<file path="config.mk">
export PLATFORM = sky130hd
export DESIGN_NAME = keypad_input
export DESIGN_NICKNAME = d
export VERILOG_FILES = /design/src/rtl/keypad_pkg.sv /design/src/rtl/keypad_input_scanner.sv /design/src/rtl/keypad_input.sv
export SDC_FILE = /design/constraint.sdc
export NUM_CORES = 1
export LEC_CHECK = 0
export ABC_CLOCK_PERIOD_IN_PS = 14700
export BUFFER_PORTS_ARGS = -buffer_cell sky130_fd_sc_hd__buf_2
export CAP_MARGIN = 20
export CORE_ASPECT_RATIO = 0.6
export CORE_MARGIN = 8
export CORE_UTILIZATION = 40
export DETAILED_ROUTE_END_ITERATION = 12
export GPL_ROUTABILITY_DRIVEN = 0
export PLACE_DENSITY = 0.66
export REMOVE_ABC_BUFFERS = 1
export SLEW_MARGIN = 20
export SYNTH_ARGS = -nofsm -noshare
export SYNTH_HDL_FRONTEND = slang
export SYNTH_SLANG_ARGS = --single-unit
</file>
<file path="constraint.sdc">
create_clock -name i_SYS_CLOCK -period 14.7 [get_ports i_SYS_CLOCK]
set_input_delay 0.735 -clock i_SYS_CLOCK [delete_from_list [all_inputs] [get_ports i_SYS_CLOCK]]
set_output_delay 0.735 -clock i_SYS_CLOCK [all_outputs]
set_load 0.01 [all_outputs]
</file>
<file path="src/rtl/keypad_pkg.sv">
`default_nettype none
// ============================================================================
// Module      : keypad_pkg
// Description : Shared types, widths and the key-code map for the 4x4 hex
//               keypad scanner and its debounce/entry logic.
// Revision    : 1.0 - initial release
// ============================================================================
package keypad_pkg;

  localparam int ROWS    = 4;
  localparam int COLS    = 4;
  localparam int KEYS    = ROWS * COLS;
  localparam int VALUE_W = 24;
  localparam int BUS_W   = 32;

  // Debounce state of the single-key recogniser.
  typedef enum logic [1:0] {
    IDLE     = 2'd0,
    DEBOUNCE = 2'd1,
    PRESSED  = 2'd2,
    RELEASE  = 2'd3
  } deb_state_t;

  // Classification of one complete 16-position keypad frame.
  typedef enum logic [1:0] {
    NONE   = 2'd0,
    SINGLE = 2'd1,
    MULTI  = 2'd2
  } frame_kind_t;

  // Keypad legend, indexed by row*COLS + col.
  localparam logic [3:0] KEY_MAP [KEYS] = '{
    4'h1, 4'h2, 4'h3, 4'hA,
    4'h4, 4'h5, 4'h6, 4'hB,
    4'h7, 4'h8, 4'h9, 4'hC,
    4'hE, 4'h0, 4'hF, 4'hD
  };

  // Translate a matrix position into the hex code printed on the key.
  function automatic logic [3:0] key_lookup(input logic [3:0] pos);
    return KEY_MAP[pos];
  endfunction

endpackage
`default_nettype wire

</file>
<file path="src/rtl/keypad_input_scanner.sv">
`default_nettype none
// ============================================================================
// Module      : keypad_scanner
// Description : Row-multiplexed scan of a 4x4 keypad. Synchronises the
//               column inputs, drives one row low per dwell period, gathers
//               a full 16-position frame and classifies it once per frame.
// Revision    : 1.0 - initial release
// ============================================================================
module keypad_scanner
  import keypad_pkg::*;
#(
  parameter int unsigned SCAN_DIVISOR = 32'hFFFF
) (
  input  logic              clk,
  input  logic              rst,
  input  logic [COLS-1:0]   col_n,
  output logic [ROWS-1:0]   row_n,
  output logic              frame_done,
  output frame_kind_t       frame_kind,
  output logic [3:0]        frame_code
);

  localparam logic [31:0] TERMINAL = 32'(SCAN_DIVISOR - 1);

  logic [COLS-1:0] col_meta;
  logic [COLS-1:0] col_sync;
  logic [31:0]     prescale;
  logic [1:0]      row_idx;
  logic [1:0]      next_row;
  logic [KEYS-1:0] frame_acc;   // 1 = contact closed at that position
  logic [KEYS-1:0] frame_full;  // accumulator including the row sampled now
  logic            tick;
  logic [4:0]      hit_count;
  logic [3:0]      hit_pos;
  frame_kind_t     kind_now;

  assign tick     = (prescale == TERMINAL);
  assign next_row = row_idx + 2'd1;

  // Two-flop synchroniser for the asynchronous, active-low column lines.
  always_ff @(posedge clk) begin
    if (rst) begin
      col_meta <= '1;
      col_sync <= '1;
    end else begin
      col_meta <= col_n;
      col_sync <= col_meta;
    end
  end

  // Merge the row being sampled on this tick into the partial frame.
  always_comb begin
    frame_full = frame_acc;
    frame_full[{row_idx, 2'b00} +: COLS] = ~col_sync;
  end

  // Count closed contacts and remember where the (last) one sits.
  always_comb begin
    hit_count = 5'd0;
    hit_pos   = 4'd0;
    for (int i = 0; i < KEYS; i++) begin
      if (frame_full[i]) begin
        hit_count = hit_count + 5'd1;
        hit_pos   = 4'(i);
      end
    end
    if (hit_count == 5'd0) begin
      kind_now = NONE;
    end else if (hit_count == 5'd1) begin
      kind_now = SINGLE;
    end else begin
      kind_now = MULTI;
    end
  end

  // Prescaler, row rotation, frame accumulation and registered frame result.
  always_ff @(posedge clk) begin
    if (rst) begin
      prescale   <= '0;
      row_idx    <= 2'd0;
      row_n      <= 4'b1110;
      frame_acc  <= '0;
      frame_done <= 1'b0;
      frame_kind <= NONE;
      frame_code <= 4'h0;
    end else begin
      frame_done <= 1'b0;
      if (tick) begin
        prescale <= '0;
        row_idx  <= next_row;
        row_n    <= ~(4'b0001 << next_row);
        if (row_idx == 2'd3) begin
          // Last row of the frame: publish the verdict and start afresh.
          frame_acc  <= '0;
          frame_done <= 1'b1;
          frame_kind <= kind_now;
          frame_code <= (kind_now == SINGLE) ? key_lookup(hit_pos) : 4'h0;
        end else begin
          frame_acc <= frame_full;
        end
      end else begin
        prescale <= prescale + 32'd1;
      end
    end
  end

endmodule
`default_nettype wire

</file>
<file path="src/rtl/keypad_input.sv">
`default_nettype none
// ============================================================================
// Module      : keypad_input
// Description : Hex keypad entry block. Debounces scanned frames into single
//               key presses, shifts each accepted nybble into a 24-bit entry
//               value and exposes it, with a sticky new-key flag, to the CPU.
// Revision    : 1.0 - initial release
// ============================================================================
module keypad_input
  import keypad_pkg::*;
#(
  parameter int unsigned SCAN_DIVISOR   = 32'hFFFF,
  parameter int unsigned DEBOUNCE_SCANS = 4
) (
  input  logic              i_SYS_CLOCK,
  input  logic              i_RESET,
  input  logic [COLS-1:0]   i_COL,
  input  logic              i_WRITE_BUS,
  input  logic              i_ACK,
  input  logic              i_CLEAR_n,
  output logic [ROWS-1:0]   o_ROW,
  output logic [BUS_W-1:0]  o_BUS,
  output logic              o_KEY_VALID,
  output logic [3:0]        o_KEY_CODE
);

  localparam int            CNT_W      = $clog2(DEBOUNCE_SCANS + 1);
  localparam logic [CNT_W-1:0] CNT_ONE    = CNT_W'(1);
  localparam logic [CNT_W-1:0] CNT_TARGET = CNT_W'(DEBOUNCE_SCANS);
  // With a single-frame debounce the first clean frame already qualifies.
  localparam bit            FIRST_HITS = (DEBOUNCE_SCANS == 1);

  logic               frame_done;
  frame_kind_t        frame_kind;
  logic [3:0]         frame_code;

  deb_state_t         state;
  logic [3:0]         cand;
  logic [CNT_W-1:0]   cnt;
  logic [CNT_W-1:0]   cnt_inc;
  logic               accept_now;
  logic [VALUE_W-1:0] entry_value;

  keypad_scanner #(
    .SCAN_DIVISOR (SCAN_DIVISOR)
  ) u_scanner (
    .clk        (i_SYS_CLOCK),
    .rst        (i_RESET),
    .col_n      (i_COL),
    .row_n      (o_ROW),
    .frame_done (frame_done),
    .frame_kind (frame_kind),
    .frame_code (frame_code)
  );

  assign cnt_inc = cnt + CNT_ONE;

  // A press is accepted on the frame that completes the run of matching frames.
  always_comb begin
    accept_now = 1'b0;
    if (frame_done && (frame_kind == SINGLE)) begin
      if ((state == IDLE) && FIRST_HITS) begin
        accept_now = 1'b1;
      end else if ((state == DEBOUNCE) && (frame_code == cand) &&
                   (cnt_inc == CNT_TARGET)) begin
        accept_now = 1'b1;
      end
    end
  end

  // Debounce state machine, advanced once per evaluated frame.
  always_ff @(posedge i_SYS_CLOCK) begin
    if (i_RESET) begin
      state <= IDLE;
      cand  <= 4'h0;
      cnt   <= '0;
    end else if (frame_done) begin
      case (state)
        IDLE: begin
          if (frame_kind == SINGLE) begin
            cand  <= frame_code;
            cnt   <= CNT_ONE;
            state <= FIRST_HITS ? PRESSED : DEBOUNCE;
          end
        end
        DEBOUNCE: begin
          if (frame_kind == SINGLE) begin
            if (frame_code == cand) begin
              cnt <= cnt_inc;
              if (cnt_inc == CNT_TARGET) begin
                state <= PRESSED;
              end
            end else begin
              // A different key showed up cleanly: restart on that one.
              cand <= frame_code;
              cnt  <= CNT_ONE;
            end
          end else begin
            state <= IDLE;
          end
        end
        PRESSED: begin
          // Any contact keeps the key held; there is no auto-repeat.
          if (frame_kind == NONE) begin
            cnt   <= CNT_ONE;
            state <= FIRST_HITS ? IDLE : RELEASE;
          end
        end
        RELEASE: begin
          if (frame_kind == NONE) begin
            cnt <= cnt_inc;
            if (cnt_inc == CNT_TARGET) begin
              state <= IDLE;
            end
          end else begin
            state <= PRESSED;
          end
        end
        default: state <= IDLE;
      endcase
    end
  end

  // Entry value and flags; clear outranks accept, accept outranks acknowledge.
  always_ff @(posedge i_SYS_CLOCK) begin
    if (i_RESET) begin
      entry_value <= '0;
      o_KEY_VALID <= 1'b0;
      o_KEY_CODE  <= 4'h0;
    end else if (!i_CLEAR_n) begin
      // The debounce state is untouched, so a held key is not taken twice.
      entry_value <= '0;
      o_KEY_VALID <= 1'b0;
    end else if (accept_now) begin
      entry_value <= {entry_value[VALUE_W-5:0], frame_code};
      o_KEY_CODE  <= frame_code;
      o_KEY_VALID <= 1'b1;
    end else if (i_ACK) begin
      o_KEY_VALID <= 1'b0;
    end
  end

  assign o_BUS = i_WRITE_BUS ? {{(BUS_W - VALUE_W){1'b0}}, entry_value} : '0;

endmodule
`default_nettype wire

</file>
==> impl_metrics.env, run 1 <==
export IMPL_status="finished clean"
export IMPL_max_freq_mhz=85.8
export IMPL_drv_cap=0
export IMPL_dpl_hpwl_um=11300
export IMPL_clkPwrFrac_pct=42.6
export IMPL_switching_power_mw=0.141
export IMPL_async_flop_share_pct=0
export IMPL_core_area_um2=16300
export IMPL_start_util_pct=41.0
export IMPL_register_area_um2=2140
export IMPL_multi_input_area_um2=4250
export IMPL_synth_cells=814
export IMPL_startpoint_type="flip-flop"
export IMPL_syn_area_um2=6670
export IMPL_p_per_area_nw_per_um2=80.6
export IMPL_finalWorstSetupSlack_ns=3.04
export IMPL_fp_dieW_um=183
export IMPL_pre_cts_slack_ns=3.24
export IMPL_layout_commonest_cell="nand2_1"
export IMPL_relSlewSlack_pct=27.9
export IMPL_ff2ff_setup_slack_ns=3.04
export IMPL_synth_edf_count=0
export IMPL_grt_overflow=0
export IMPL_hold_violations=0
export IMPL_wl_per_cell_um=14.2
export IMPL_setup_viol=0
export IMPL_rsz0062_at_grt="false"
export IMPL_required_ns=14.91
export IMPL_slew_viol_final=0
export IMPL_cts_buffer_depth=2
export IMPL_grt_pass1_wl_um=25100
export IMPL_syn_area_per_cell_um2=8.19
export IMPL_fill_cells=1642
export IMPL_p_sw_share_pct=23.9
export IMPL_area_growth_syn_to_layout_pct=9.40
export IMPL_cp_startpoint="u_scanner.row_idx[0]"
export IMPL_ios=50
export IMPL_use_met1_pct=22.7
export IMPL_min_from="u_scanner.col_meta[0]"
export IMPL_htreeDepth=3
export IMPL_fin_crit_ns=11.66
export IMPL_cts_tree="built"
export IMPL_port_buffers=41
export IMPL_die_h_um=116
export IMPL_grt_max_degree=37
export IMPL_finalWirelength_um=15200
export IMPL_cts_setup_buffers=0
export IMPL_skew_ns=0.00777
export IMPL_yosysSeqAreaShare_pct=32.1
export IMPL_critPathKind="reg2reg"
export IMPL_clkTransAtPathRegs_ns=0.07
export IMPL_cts_sinks=107
export IMPL_drt_iter0_drc=451
export IMPL_fin_setup_tns_ns=0
export IMPL_antenna_found_initial=0
export IMPL_hold_class="reg2reg"
export IMPL_diodes=0
export IMPL_cts_hold_buf=0
export IMPL_cp_slowest_cell="dfxtp_1"
export IMPL_num_rows=36
export IMPL_ir_drop_mv=0.0649
export IMPL_vias=5548
export IMPL_seqPwrFrac_pct=49.8
export IMPL_final_cell_mix="nand2_1, dfxtp_1, nor2_1, a21oi_1, buf_2"
export IMPL_drtPass1Iterations=7
export IMPL_insertion_delay_ns=0.34
export IMPL_period_share_pct=79.3
export IMPL_p_leak_nw=2.91
export IMPL_endpoint_kind="flip-flop"
export IMPL_ys_ff_latch=107
export IMPL_use_met3_pct=2.66
export IMPL_via_per_inst=5.19
export IMPL_grt_usage_pct=14.4
export IMPL_drc=0
export IMPL_top_usage_layer="met1"
export IMPL_p_int_mw=0.447
export IMPL_slowest_delay_ns=0.67
export IMPL_cts_root_buf="clkbuf_16"
export IMPL_critPathArrivalTime_ns=11.87
export IMPL_reg2reg_from="u_scanner.row_idx[0]"
export IMPL_cts_resized=0
export IMPL_fp_dieArea_um2=21200
export IMPL_worstMarginPinSlew_ns=1.08
export IMPL_ys_types=82
export IMPL_synth_main_ff_cell="dfxtp_1"
export IMPL_combinationalPowerShare_pct=7.5
export IMPL_ant_nets=0
export IMPL_cts_buffers=9
export IMPL_layout_drive_gt1_share_pct=11.9
export IMPL_yosysWarningCount=0
export IMPL_met2_usage_pct=19.1
export IMPL_crit_fanout=15
export IMPL_fin_nets=871
export IMPL_grt_pass1_vias=4852
export IMPL_crit_top_cell="ha_1"
-- metrics by stage --
stage | cells | instance area, um^2 | util, % | total power, mW | hold slack (ns)
6_report | 1068 | 7300 | 44.9 | 0.588 | 0.410
3_5_place_dp | 1052 | 6980 | 43.0 | 0.344 | 0.394
3_3_place_gp | 1052 | 6980 | 43.0 | 0.343 | 0.392
2_1_floorplan | 781 | 6480 | - | 0.332 | 0.389
4_1_cts | 1068 | 7300 | 44.9 | 0.596 | 0.412
5_1_grt | 1068 | 7300 | 44.9 | 0.612 | 0.420
-- area by class of cell --
cell class,count,area share [%]
Clock buffer,10,3.28
Clock inverter,6,0.995
Inverter,24,1.23
Multi-Input combinational cell,650,58.2
Sequential cell,107,29.4
Tap cell,228,3.91
Timing Repair Buffer,43,3.02
-- cells by family after synthesis --
| logic type | after synthesis | synth area share, % |
|---|---|---|
| DFF | 107 | 32.1 |
| muxes | 15 | 2.33 |
| adders and majority gates | 28 | 5.22 |
| xor gates and xnor gates | 83 | 12.6 |
| buffers and inverters | 64 | 4.60 |
| and+or+nand+nor | 359 | 26.7 |
| AOI/OAI and AO/OA | 157 | 16.3 |
| other | 1 | 0.0562 |
-- registers in the layout, indices dropped and copies added (netlist names), 4 cells and up --
signal	cells
cand	4
u_scanner.frame_code	4
u_scanner.frame_acc	16
entry_value	24
u_scanner.col_sync	4
o_KEY_CODE	4
u_scanner.row_n	4
u_scanner.col_meta	4
u_scanner.prescale	32
-- per-layer routing --
metal,wire length [um],up-vias
met5,0,-
met1,8590,2554
met2,5820,134
met4,123,0
li1,-,2848
met3,663,12
-- cells in the mapped netlist (6+ instances only) --
library cell	instances	share of area [%]
ha_1	27	5.1
a31o_2	7	0.92
o22ai_1	7	0.66
a31oi_1	8	0.75
xor2_1	34	4.5
nand2_1	115	6.5
o21ai_0	30	2.3
dfxtp_1	107	32
a22o_1	6	0.79
and2_1	32	3.0
nand2b_1	12	1.1
and3_1	13	1.2
nor3_1	11	0.83
nand4_1	14	1.3
clkbuf_1	22	1.2
buf_4	13	1.5
xnor2_1	38	5.0
nor2_1	87	4.9
nor2b_1	15	1.4
a21oi_1	51	3.8
mux2i_1	13	2.0
nand3_1	21	1.6
or2_2	9	0.84
inv_1	24	1.4
-- critical path: cells and delay by family, from the launching register on --
family	cells	cell delay, ns
fa+ha+maj	14	4.48
mux	2	0.69
xor+xnor	2	0.33
compound gates	14	2.45
flops	1	0.67
simple gates	16	2.32
buf+inv	5	0.59
-- power groups by stage --
stage	Clock [mW]	Sequential (mW)	Combinational (mW)
3_5_place_dp	0	0.300	0.0439
6_report	0.251	0.293	0.0444
4_1_cts	0.259	0.293	0.0441
5_1_grt	0.268	0.293	0.0509
3_3_place_gp	0	0.300	0.0433
2_1_floorplan	0	0.299	0.0328
-- final timing paths --
| check | cells past startpoint | to |
|---|---|---|
| max | 53 | u_scanner.frame_kind[1] |
| max reg2reg | 53 | u_scanner.frame_kind[1] |
| min reg2reg | 1 | u_scanner.col_sync[0] |
| min | 1 | u_scanner.col_sync[0] |
No activity file was read; power rests on OpenSTA's default activity.
==> run 2, diff against run 1 <==
ABC_CLOCK_PERIOD_IN_PS = 11250   (was 14700)
clock period = 11.25 ns   (was 14.7 ns; I/O delays follow)
==> impl_metrics.env, run 2 (same netlist as run 1, synthesis figures left out) <==
export IMPL_min_to="u_scanner.col_meta[0]"
export IMPL_startpoint_type="flip-flop"
export IMPL_hold_class="in2reg"
export IMPL_cts_sinks=107
export IMPL_slowest_delay_ns=0.40
export IMPL_max_freq_mhz=95.7
export IMPL_final_cell_mix="nand2_1, dfxtp_1, nor2_1, a21oi_1, buf_2"
export IMPL_cts_hold_buf=0
export IMPL_relSlewSlack_pct=28.4
export IMPL_setup_viol=0
export IMPL_critPathArrivalTime_ns=10.66
export IMPL_grt_usage_pct=14.3
export IMPL_num_rows=36
export IMPL_port_buffers=41
export IMPL_period_share_pct=92.9
export IMPL_cts_root_buf="clkbuf_16"
export IMPL_fin_nets=874
export IMPL_grt_overflow=0
export IMPL_fill_cells=1626
export IMPL_final_cells=1071
export IMPL_drtPass1Iterations=5
export IMPL_hold_violations=0
export IMPL_cts_buffer_depth=2
export IMPL_r2r_end="u_scanner.frame_kind[1]"
export IMPL_wl_per_cell_um=14.0
export IMPL_p_per_area_nw_per_um2=101
export IMPL_slew_viol_final=0
export IMPL_cts_setup_buffers=0
export IMPL_layout_commonest_cell="nand2_1"
export IMPL_cts_tree="built"
export IMPL_skew_ns=0.00951
export IMPL_grt_max_degree=37
export IMPL_reg_largest_list="u_scanner.prescale x32, entry_value x24, u_scanner.frame_acc x16"
export IMPL_ff2ff_setup_slack_ns=0.80
export IMPL_dpl_hpwl_um=11200
export IMPL_via_per_inst=5.13
export IMPL_rr_worst_depth=53
export IMPL_ios=50
export IMPL_rsz0062_at_grt="false"
export IMPL_p_leak_nw=2.91
export IMPL_reg2reg_from="u_scanner.row_idx[1]"
export IMPL_fp_dieW_um=183
export IMPL_required_ns=11.46
export IMPL_critPathKind="reg2reg"
export IMPL_vias=5492
export IMPL_layout_drive_gt1_share_pct=12.9
export IMPL_drt_iter0_drc=454
export IMPL_largest_reg_flops=32
export IMPL_fin_setup_tns_ns=0
export IMPL_diodes=0
export IMPL_crit_fanout=6
export IMPL_critical_path_top_delay_family="adder cells"
export IMPL_clkTransAtPathRegs_ns=0.08
export IMPL_antenna_found_initial=0
export IMPL_min_from="i_COL[0]"
export IMPL_drc=0
export IMPL_regMostFlops="u_scanner.prescale"
export IMPL_drv_cap=0
export IMPL_core_area_um2=16300
export IMPL_worstPathBufferInverterCount=5
export IMPL_ant_nets=0
export IMPL_cp_slowest_cell="dfxtp_1"
export IMPL_ir_drop_mv=0.0639
export IMPL_placed_cells=1055
export IMPL_insertion_delay_ns=0.34
export IMPL_min_delay_path_depth=2
export IMPL_finalWirelength_um=15000
export IMPL_die_h_um=116
export IMPL_status="finished clean"
export IMPL_grt_pass1_vias=4842
export IMPL_grt_pass1_wl_um=25200
export IMPL_cts_buffers=9
export IMPL_start_util_pct=41.0
export IMPL_crit_top_cell="ha_1"
export IMPL_area_growth_syn_to_layout_pct=10.1
export IMPL_worstMarginPinSlew_ns=1.07
export IMPL_fin_crit_ns=10.45
export IMPL_htreeDepth=3
export IMPL_fp_dieArea_um2=21200
export IMPL_endpoint_kind="flip-flop"
==> run 2: area by class of cell <==
type / count / area (um^2) / area share [%]
multi-input combinational: 650 / 4300 / 58.5
sequential: 107 / 2140 / 29.2
tap: 228 / 285 / 3.89
timing repair buffer: 46 / 243 / 3.31
clock buffer: 9 / 225 / 3.07
inverter: 24 / 90.1 / 1.23
clock inverter: 7 / 58.8 / 0.801
==> run 2: layer usage <==
layer	share of wire, %	track usage [%]
met1	58	22.9
met2	37	18.7
met3	4.4	2.63
met4	0.57	3.10
met5	0	0
==> run 2: repair_timing <==
action,CTS,global route
gates resized for setup,0,8
setup endpoints to repair,0,6
hold endpoints to repair,0,0
==> run 2: worst max path at each step <==
stage / start / endpoint / slack (ns) / cells past startpoint
floorplan: u_scanner.row_idx[0] / u_scanner.frame_kind[1] / 1.05 / 53
global placement: u_scanner.row_idx[1] / u_scanner.frame_kind[1] / 0.61 / 53
detailed placement: u_scanner.row_idx[1] / u_scanner.frame_kind[1] / 0.27 / 53
CTS: u_scanner.row_idx[1] / u_scanner.frame_kind[1] / 0.26 / 53
global route: u_scanner.row_idx[1] / u_scanner.frame_kind[1] / 0.03 / 53
finish: u_scanner.row_idx[1] / u_scanner.frame_kind[1] / 0.80 / 53
==> run 2: through the flow <==
stage | cell area, um^2 | utilization, % | power [mW] | setup slack, ns | hold slack (ns)
floorplan | 6480 | - | 0.434 | 1.05 | 0.389
finish | 7340 | 45.1 | 0.745 | 0.797 | 0.393
CTS | 7290 | 44.8 | 0.753 | 0.264 | 0.377
global route | 7340 | 45.1 | 0.778 | 0.0269 | 0.381
detailed placement | 7010 | 43.1 | 0.450 | 0.266 | 0.393
global placement | 7010 | 43.1 | 0.449 | 0.612 | 0.391
==> run 2: worst reg2reg max path, delay by kind of cell (launching register included) <==
| kind | cells | cell delay [ns] |
|---|---|---|
| AO/OA/AOI/OAI | 14 | 2.30 |
| buffers and inverters | 5 | 0.56 |
| adder cells (fa/ha/maj) | 14 | 4.16 |
| multiplexers | 2 | 0.50 |
| flip-flops | 1 | 0.40 |
| XOR/XNOR | 2 | 0.32 |
| AND/OR/NAND/NOR | 16 | 2.07 |
==> run 2: power by group <==
| part | leakage, nW | total (mW) | switching [mW] | internal, mW |
|---|---|---|---|---|
| registers | 0.864 | 0.383 | 0.00255 | 0.381 |
| clock network | 0.138 | 0.302 | 0.148 | 0.154 |
| logic | 1.91 | 0.0597 | 0.0366 | 0.0231 |
| total | 2.91 | 0.745 | 0.187 | 0.557 |
==> run 3, diff against run 2 <==
ABC_CLOCK_PERIOD_IN_PS = 8440   (was 11250)
PLACE_DENSITY = 0.68   (was 0.66)
clock period = 8.44 ns   (was 11.25 ns; I/O delays follow)
==> impl_metrics.env, run 3 (same netlist as run 1, synthesis figures left out) <==
export IMPL_grt_pass1_vias=5594
export IMPL_rsz0062_at_grt="true"
export IMPL_critPathKind="reg2reg"
export IMPL_clkTransAtPathRegs_ns=0.08
export IMPL_hold_class="in2reg"
export IMPL_insertion_delay_ns=0.36
export IMPL_reg2reg_from="u_scanner.row_idx[0]"
export IMPL_critical_path_top_delay_family="adder cells"
export IMPL_regMostFlops="u_scanner.prescale"
export IMPL_worstMarginPinSlew_ns=1.06
export IMPL_grt_pass1_wl_um=28300
export IMPL_finalWirelength_um=17900
export IMPL_final_cell_mix="buf_4, nand2_1, dfxtp_1, nor2_1, a21oi_1"
export IMPL_wl_per_cell_um=15.2
export IMPL_fin_nets=982
export IMPL_grt_usage_pct=16.1
export IMPL_ff2ff_setup_slack_ns=-0.82
export IMPL_vias=6152
export IMPL_whs_ns=0.241
export IMPL_r2r_end="u_scanner.frame_kind[0]"
export IMPL_htreeDepth=3
export IMPL_cts_tree="built"
export IMPL_pre_cts_slack_ns=-1.40
export IMPL_relSlewSlack_pct=29.3
export IMPL_violations="setup timing"
export IMPL_worstPathBufferInverterCount=15
export IMPL_diodes=0
export IMPL_num_rows=36
export IMPL_drc=0
export IMPL_p_leak_nw=3.54
export IMPL_fin_setup_tns_ns=-4.82
export IMPL_ir_drop_mv=0.118
export IMPL_cts_buffer_depth=2
export IMPL_ant_nets=0
export IMPL_status="complete, but fails checks"
export IMPL_layout_commonest_cell="buf_4"
export IMPL_grt_overflow=0
export IMPL_fin_crit_ns=9.26
export IMPL_area_growth_syn_to_layout_pct=26.8
export IMPL_fp_dieArea_um2=21200
export IMPL_layout_drive_gt1_share_pct=26.7
export IMPL_stdcell_area_um2=8460
export IMPL_finalWorstSetupSlack_ns=-0.824
export IMPL_core_area_um2=16300
export IMPL_grt_max_degree=37
export IMPL_p_per_area_nw_per_um2=130
export IMPL_drtPass1Iterations=5
export IMPL_fp_dieW_um=183
export IMPL_skew_ns=0.0128
export IMPL_die_h_um=116
export IMPL_setup_viol=6
export IMPL_critPathArrivalTime_ns=9.56
export IMPL_rr_worst_depth=53
export IMPL_ios=50
export IMPL_cts_root_buf="clkbuf_16"
export IMPL_slowest_delay_ns=0.36
export IMPL_port_buffers=41
export IMPL_crit_fanout=6
export IMPL_cp_slowest_cell="a221o_1"
export IMPL_crit_top_cell="buf_4"
export IMPL_cp_startpoint="u_scanner.row_idx[0]"
export IMPL_endpoint_kind="flip-flop"
export IMPL_slew_viol_final=0
export IMPL_reg_largest_list="u_scanner.prescale x32, entry_value x24, u_scanner.frame_acc x16"
export IMPL_antenna_found_initial=0
export IMPL_largest_reg_flops=32
export IMPL_cts_sinks=107
export IMPL_via_per_inst=5.22
export IMPL_drv_cap=0
export IMPL_start_util_pct=41.0
export IMPL_startpoint_type="flip-flop"
export IMPL_period_share_pct=110
export IMPL_cp_depth=53
export IMPL_required_ns=8.73
export IMPL_endpoint="u_scanner.frame_kind[0]"
export IMPL_drt_iter0_drc=500
export IMPL_dpl_hpwl_um=12200
export IMPL_placed_area_um2=7450
export IMPL_max_freq_mhz=108
export IMPL_hold_violations=0
export IMPL_cts_buffers=9
export IMPL_cts_hold_buf=0
## run 3: worst min-delay path by stage
stage | start | endpoint | slack [ns] | cells past startpoint
after floorplan | u_scanner.col_meta[0] | u_scanner.col_sync[0] | 0.39 | 1
after global placement | u_scanner.col_meta[2] | u_scanner.col_sync[2] | 0.39 | 1
after detailed placement | u_scanner.col_meta[1] | u_scanner.col_sync[1] | 0.40 | 1
after CTS | i_COL[0] | u_scanner.col_meta[0] | 0.23 | 2
after global routing | i_COL[2] | u_scanner.col_meta[2] | 0.24 | 2
final | i_COL[2] | u_scanner.col_meta[2] | 0.24 | 2
## run 3: per-stage QoR
step                      std cells  util, %  total power, mW
after floorplan                 781        -            0.578
after global placement         1114     45.8            0.617
after detailed placement       1114     45.8            0.619
after CTS                      1171     50.9             1.09
after global routing           1179     52.0             1.14
final                          1179     52.0             1.10
## run 3: routing by layer
metal  GRT usage (%)  part of all wire, %  vias to the layer above
met5               0                    0                        -
met4            3.37                  1.1                        0
met3            3.26                  5.8                       19
met2            23.6                   42                      159
met1            23.8                   51                     2900
li1                -                    -                     3074
## run 3: area by class of cell
| cell class | count | area, um^2 |
|---|---|---|
| clock buffer | 9 | 225 |
| clock inverter | 7 | 93.8 |
| fill | 1466 | 7800 |
| multi-input combinational | 650 | 4540 |
| tap | 228 | 285 |
| sequential | 107 | 2140 |
| inverter | 24 | 92.6 |
| timing repair buffer | 154 | 1070 |
## run 3: power breakdown
| group | switching, mW | total (mW) | leakage (nW) | internal [mW] |
|---|---|---|---|---|
| clock network | 0.229 | 0.447 | 0.156 | 0.218 |
| registers | 0.00214 | 0.509 | 0.865 | 0.507 |
| logic | 0.0712 | 0.146 | 2.52 | 0.0752 |
## run 3: timing repair
action                                  CTS  global route
setup buffers                            41            10
endpoints found under the setup margin    6             6
gates resized for setup                  37            25
pin swaps                                35            32
